File: src/rtl/bellek_hakemi.sv
// bellek_hakemi: shares the single main-memory port between the instruction-cache
// refill path (buyruk) and the data-cache refill/writeback path (veri).
// One transaction outstanding at a time; veri is preferred but may win at most
// MAKS_ARDISIK times in a row while buyruk waits. A buyruk fetch may be cancelled
// (b_iptal_i) on a fetch redirect; the memory transaction still completes but its
// response is swallowed.
//
// Ports:
//   clk_i, rst_i                     clock, synchronous active-high reset
//   b_istek_i/b_adres_i/b_iptal_i    buyruk read request, block address, cancel
//   b_kabul_o/b_gecerli_o/b_veri_o   buyruk accept pulse, data-valid pulse, data
//   v_istek_i/v_yaz_i/v_adres_i/
//   v_yaz_veri_i                     veri request, write flag, address, write data
//   v_kabul_o/v_gecerli_o/v_veri_o   veri accept pulse, valid/ack pulse, read data
//   m_istek_o/m_yaz_o/m_adres_o/
//   m_yaz_veri_o                     memory request, write flag, address, write data
//   m_hazir_i/m_gecerli_i/m_veri_i   memory accept, response valid, read data
//   mesgul_o                         arbiter busy (not idle)
module bellek_hakemi #(
  parameter int unsigned BLOK_GENISLIGI = 128,
  parameter int unsigned MAKS_ARDISIK   = 4
) (
  input  logic                      clk_i,
  input  logic                      rst_i,
  input  logic                      b_istek_i,
  input  logic [31:0]               b_adres_i,
  input  logic                      b_iptal_i,
  output logic                      b_kabul_o,
  output logic                      b_gecerli_o,
  output logic [BLOK_GENISLIGI-1:0] b_veri_o,
  input  logic                      v_istek_i,
  input  logic                      v_yaz_i,
  input  logic [31:0]               v_adres_i,
  input  logic [BLOK_GENISLIGI-1:0] v_yaz_veri_i,
  output logic                      v_kabul_o,
  output logic                      v_gecerli_o,
  output logic [BLOK_GENISLIGI-1:0] v_veri_o,
  output logic                      m_istek_o,
  output logic                      m_yaz_o,
  output logic [31:0]               m_adres_o,
  output logic [BLOK_GENISLIGI-1:0] m_yaz_veri_o,
  input  logic                      m_hazir_i,
  input  logic                      m_gecerli_i,
  input  logic [BLOK_GENISLIGI-1:0] m_veri_i,
  output logic                      mesgul_o
);

  localparam logic [1:0] BOSTA = 2'd0;
  localparam logic [1:0] ISTEK = 2'd1;
  localparam logic [1:0] YANIT = 2'd2;

  localparam logic SahipBuyruk = 1'b0;
  localparam logic SahipVeri   = 1'b1;

  logic [1:0]                durum_q, durum_d;
  logic                      sahip_q, sahip_d;
  logic [31:0]               adres_q, adres_d;
  logic                      yaz_q, yaz_d;
  logic [BLOK_GENISLIGI-1:0] yaz_veri_q, yaz_veri_d;
  logic [2:0]                sayac_q, sayac_d;
  logic                      iptal_q, iptal_d;
  logic                      b_gecerli_q, b_gecerli_d;
  logic                      v_gecerli_q, v_gecerli_d;
  logic [BLOK_GENISLIGI-1:0] b_veri_q, b_veri_d;
  logic [BLOK_GENISLIGI-1:0] v_veri_q, v_veri_d;

  logic ardisik_doldu;
  logic iptal_al;
  logic istek_faz;

  assign ardisik_doldu = 32'(sayac_q) >= MAKS_ARDISIK;
  // Cancel only applies to a transaction buyruk owns.
  assign iptal_al      = b_iptal_i && (sahip_q == SahipBuyruk);
  assign istek_faz     = (durum_q == ISTEK);

  always_comb begin
    durum_d     = durum_q;
    sahip_d     = sahip_q;
    adres_d     = adres_q;
    yaz_d       = yaz_q;
    yaz_veri_d  = yaz_veri_q;
    sayac_d     = sayac_q;
    iptal_d     = iptal_q;
    b_veri_d    = b_veri_q;
    v_veri_d    = v_veri_q;
    b_gecerli_d = 1'b0;
    v_gecerli_d = 1'b0;

    unique case (durum_q)
      BOSTA: begin
        iptal_d = 1'b0;
        if (b_istek_i || v_istek_i) begin
          durum_d = ISTEK;
          if (b_istek_i && v_istek_i) begin
            if (ardisik_doldu) begin
              sahip_d = SahipBuyruk;
              sayac_d = 3'd0;
            end else begin
              sahip_d = SahipVeri;
              sayac_d = (sayac_q == 3'd7) ? sayac_q : sayac_q + 3'd1;
            end
          end else if (b_istek_i) begin
            sahip_d = SahipBuyruk;
            sayac_d = 3'd0;
          end else begin
            sahip_d = SahipVeri;
          end
          // Fields are frozen here until the transaction returns to BOSTA.
          adres_d    = (sahip_d == SahipBuyruk) ? b_adres_i : v_adres_i;
          yaz_d      = (sahip_d == SahipVeri) && v_yaz_i;
          yaz_veri_d = v_yaz_veri_i;
        end
      end
      ISTEK: begin
        if (iptal_al) iptal_d = 1'b1;
        if (m_hazir_i) durum_d = YANIT;
      end
      YANIT: begin
        if (iptal_al) iptal_d = 1'b1;
        if (m_gecerli_i) begin
          durum_d = BOSTA;
          iptal_d = 1'b0;
          if (sahip_q == SahipBuyruk) begin
            // A cancel arriving together with the response still swallows it.
            if (!(iptal_q || b_iptal_i)) begin
              b_gecerli_d = 1'b1;
              b_veri_d    = m_veri_i;
            end
          end else begin
            v_gecerli_d = 1'b1;
            if (!yaz_q) v_veri_d = m_veri_i;
          end
        end
      end
      default: durum_d = BOSTA;
    endcase
  end

  always_ff @(posedge clk_i) begin
    if (rst_i) begin
      durum_q     <= BOSTA;
      sahip_q     <= SahipBuyruk;
      adres_q     <= '0;
      yaz_q       <= 1'b0;
      yaz_veri_q  <= '0;
      sayac_q     <= 3'd0;
      iptal_q     <= 1'b0;
      b_gecerli_q <= 1'b0;
      v_gecerli_q <= 1'b0;
      b_veri_q    <= '0;
      v_veri_q    <= '0;
    end else begin
      durum_q     <= durum_d;
      sahip_q     <= sahip_d;
      adres_q     <= adres_d;
      yaz_q       <= yaz_d;
      yaz_veri_q  <= yaz_veri_d;
      sayac_q     <= sayac_d;
      iptal_q     <= iptal_d;
      b_gecerli_q <= b_gecerli_d;
      v_gecerli_q <= v_gecerli_d;
      b_veri_q    <= b_veri_d;
      v_veri_q    <= v_veri_d;
    end
  end

  assign m_istek_o    = istek_faz;
  assign m_yaz_o      = istek_faz && yaz_q;
  assign m_adres_o    = adres_q;
  assign m_yaz_veri_o = yaz_veri_q;

  assign b_kabul_o    = istek_faz && m_hazir_i && (sahip_q == SahipBuyruk);
  assign v_kabul_o    = istek_faz && m_hazir_i && (sahip_q == SahipVeri);
  assign b_gecerli_o  = b_gecerli_q;
  assign v_gecerli_o  = v_gecerli_q;
  assign b_veri_o     = b_veri_q;
  assign v_veri_o     = v_veri_q;
  assign mesgul_o     = (durum_q != BOSTA);

endmodule

File: config.mk
export PLATFORM = sky130hd
export DESIGN_NAME = bellek_hakemi
export DESIGN_NICKNAME = d
export VERILOG_FILES = /design/src/rtl/bellek_hakemi.sv
export SDC_FILE = /design/constraint.sdc
export NUM_CORES = 1
export LEC_CHECK = 0
export ABC_AREA = 0
export CORE_AREA = 2 2 289 291
export DETAILED_ROUTE_END_ITERATION = 10
export DIE_AREA = 0 0 291 293
export DONT_BUFFER_PORTS = 1
export GPL_ROUTABILITY_DRIVEN = 0
export PLACE_DENSITY_LB_ADDON = 0.3
export SKIP_LAST_GASP = 1
export SLEW_MARGIN = 20
export SYNTH_ARGS = -nofsm -noshare
export SYNTH_HDL_FRONTEND = slang
export SYNTH_SLANG_ARGS = --single-unit
File: constraint.sdc
create_clock -name clk_i -period 2.1 [get_ports clk_i]
set_input_delay 0.315 -clock clk_i [delete_from_list [all_inputs] [get_ports clk_i]]
set_output_delay 0.315 -clock clk_i [all_outputs]
set_load 0.005 [all_outputs]
==> results of run 1 <==
report_power, final:
| part | internal (mW) | switching, mW | total (mW) |
|---|---|---|---|
| Combinational | 0.981 | 1.33 | 2.31 |
| Clock | 5.10 | 3.42 | 8.51 |
| Sequential | 8.59 | 0.474 | 9.06 |
| Total | 14.7 | 5.22 | 19.9 |
logic make-up (layout without fill, tap and decap cells):
kind of cell / count (synthesis) / count (layout) / synth area share [%]
other cells: 0 / 2 / 0
flops: 426 / 426 / 53.73
simple gates: 799 / 799 / 19.38
buf+inv: 163 / 435 / 5.227
compound gates: 397 / 397 / 12.96
mux: 128 / 128 / 8.073
fa+ha+maj: 8 / 8 / 0.6307
area by class of cell:
| class | count | area (sq um) | share of cell area, % |
|---|---|---|---|
| diodes | 2 | 5.005 | 0.02325 |
| clock buffers | 70 | 1438 | 6.678 |
| clock inverters | 14 | 156.4 | 0.7264 |
| inverters | 10 | 45.04 | 0.2092 |
| multi-input cells | 1332 | 6540 | 30.38 |
| flip-flops and latches | 426 | 8528 | 39.61 |
| well taps | 1070 | 1339 | 6.218 |
| repair buffers | 341 | 3478 | 16.16 |
sequential cells by signal (all words and copies together), names as in the netlist, 2 cells and up:
name,cells
b_veri_o,128
m_yaz_veri_o,128
v_veri_o,128
m_adres_o,32
sayac_q,3
durum_q,2
routing by layer:
| layer | wire length (um) | part of all wire [%] | global-route usage [%] | vias up |
|---|---|---|---|---|
| met5 | 27 | 0.046 | 0 | - |
| li1 | - | - | - | 6754 |
| met4 | 1748 | 3.0 | 4.562 | 4 |
| met2 | 29980 | 51 | 23.72 | 645 |
| met1 | 21720 | 37 | 13.88 | 6731 |
| met3 | 5688 | 9.6 | 4.697 | 109 |
how the worst max path moves through the flow:
stage | from | end | slack (ns) | depth (start not counted)
6_report | durum_q[0] | v_veri_o[2] | 0.11 | 7
5_1_grt | durum_q[1] | m_yaz_o | -0.00007 | 3
4_1_cts | durum_q[1] | m_yaz_o | 0.03 | 3
3_5_place_dp | durum_q[0] | m_yaz_veri_o[18] | 0.23 | 6
3_3_place_gp | durum_q[0] | m_yaz_veri_o[36] | 0.26 | 6
2_1_floorplan | durum_q[0] | durum_q[0] | 0.56 | 5
synth_stat cells, types with 2 or more instances:
master | instances | area, sq um
a21oi_1 | 291 | 1456
a311oi_1 | 2 | 17.52
a31oi_1 | 33 | 206.5
and2_1 | 2 | 12.51
buf_1 | 2 | 7.510
buf_2 | 57 | 285.3
buf_4 | 3 | 22.52
buf_6 | 3 | 33.78
buf_8 | 10 | 150.1
clkbuf_1 | 78 | 292.8
dfxtp_1 | 426 | 8528
ha_1 | 8 | 100.1
inv_1 | 9 | 33.78
mux2i_1 | 128 | 1281
nand2_1 | 776 | 2913
nand3_1 | 3 | 15.01
nor2_1 | 4 | 15.01
nor2b_1 | 2 | 12.51
nor3b_1 | 2 | 15.01
o21ai_0 | 61 | 305.3
o21ai_1 | 3 | 15.01
o31ai_1 | 2 | 15.01
or4_1 | 3 | 22.52
metrics by stage:
step / hold WS, ns / power, mW / setup TNS (ns) / instances
floorplan: 0.4441 / 10.43 / 0 / 1921
global placement: 0.4041 / 10.96 / 0 / 2896
detailed placement: 0.4045 / 11.02 / 0 / 2896
CTS: -0.2467 / 20.16 / 0 / 3261
global route: -0.2402 / 20.76 / -0.00006717 / 3264
finish: -0.1972 / 19.89 / 0 / 3265
repair_timing:
action,in CTS,in global routing
setup buffers,0,1
resized for setup,1,2
gates cloned,0,1
endpoints found under the setup margin,3,6
pin swaps,0,1
hold endpoints to repair,425,259
==> results.cfg, run 1 <==
[clock_network]
clk_latency_ns = 0.58
cts_root_buffer = clkbuf_16
holdBufCountCts = 281
clock_path_buffers = 3
cts_buffers = 49
clk_pin_slew_ns = 0.06
cts_tree = built
cts.sinks = 426
h-tree-depth = 2

[worst_setup_path]
cp_top_family = buffers and inverters
crit_arrival_ns = 2.50
cpMaxStageDelayCell = dlygate4sd3_1
critical_path_class = reg -> reg
slowest_delay_ns = 0.56
r2r_cells = 7
crit_fanout = 24
start_kind = flip-flop
worstPathCellList = inv_1, ha_1, nand4b_1, buf_12, nand2_1, a21oi_1, dlygate4sd3_1
crit_buf_inv = 3
rrSetupSlack_ns = 0.11
rr_startpoint = durum_q[0]
cp-end-kind = flip-flop
reg2reg_to = v_veri_o[2]
cp.required_ns = 2.62

[hold_path]
holdCritStartpoint = rst_i
hold-path-endpoint = m_yaz_veri_o[81]
hold_depth = 1
hp-class = in -> reg

[timing]
finalCritPeriodShare_pct = 94.56
max_slew_margin_pct = 59.77
period_needed_ns = 1.986
max_freq_mhz = 503.6
layout_setup_ws_ns = 0.1142
tightest_slew_ns = 0.6034
rsz0062_at_grt = yes
drv_slew = 0
skew_ns = 0.02831
whs_ns = -0.1972
setup_viol = 0
finalHoldViolations = 77

[drt]
first_iter_violations = 700
antenna_left = 0
totalWireLength_um = 59170
drtPass1Iterations = 5
post_drt_wl_per_cell_um = 18.12
vias_per_cell = 4.362
drc = 0
num_vias = 14240

[logic_synthesis]
synth.distinct_cells = 36
async_reset_ff_share_pct = 0
syn_nets = 2257
yosysWarnings = 0
synth_area_per_cell_sq_um = 8.262
synth-seq-area-share_pct = 53.73
ys_ff_latch = 426
yosys_most_used_dff = dfxtp_1
synth_edf_count = 0
syn_inst = 1921
syn-cell-area_sq_um = 15870

[status]
status = finished with violations
violations = hold timing

[global_route]
grt_max_degree = 267
antenna_found_initial = 3
grt_pass1_vias = 14620
grt_overflow = 0
grt_first_pass_wirelength_um = 87760
grt_use_total_pct = 13.05

[layout]
stdcell_area_sq_um = 21530
syn2layout_area_growth_pct = 35.65
layout_common_cells = nand2_1 (776), dfxtp_1 (426), a21oi_1 (291)
nets = 2496
drive_gt1_share_pct = 6.521
fillCellCount = 8741
final_util_pct = 26.30
final_common_cell = nand2_1

[die]
rows = 105
floorplan.die.height_um = 293
die_w_um = 291
die-area_sq_um = 85260
core_sq_um = 81850
start_util_pct = 19.39
io_pins = 751

[power_and_ir_drop]
power_density_nw_per_um2 = 923.6
p_leak_nw = 7.622
vdd_ir_drop_max_v = 0.0005822

[placement]
dpl_cell_area_sq_um = 17070
port_buffers = 0
place_ws_ns = 0.2286
place_hpwl_um = 41210

[flow_run]
max_cap_violations = 0
No activity file was read; power rests on OpenSTA's default activity.
==> inputs of run 2 (changes only) <==
--- a/config.mk
+++ b/config.mk
@@ -7,6 +7,7 @@
 export LEC_CHECK = 0
 export ABC_AREA = 0
 export CORE_AREA = 2 2 289 291
+export CTS_CLUSTER_SIZE = 30
 export DETAILED_ROUTE_END_ITERATION = 10
 export DIE_AREA = 0 0 291 293
 export DONT_BUFFER_PORTS = 1
==> results of run 2 <==
The final DEF is identical to that of run 1; final timing and power are the same.
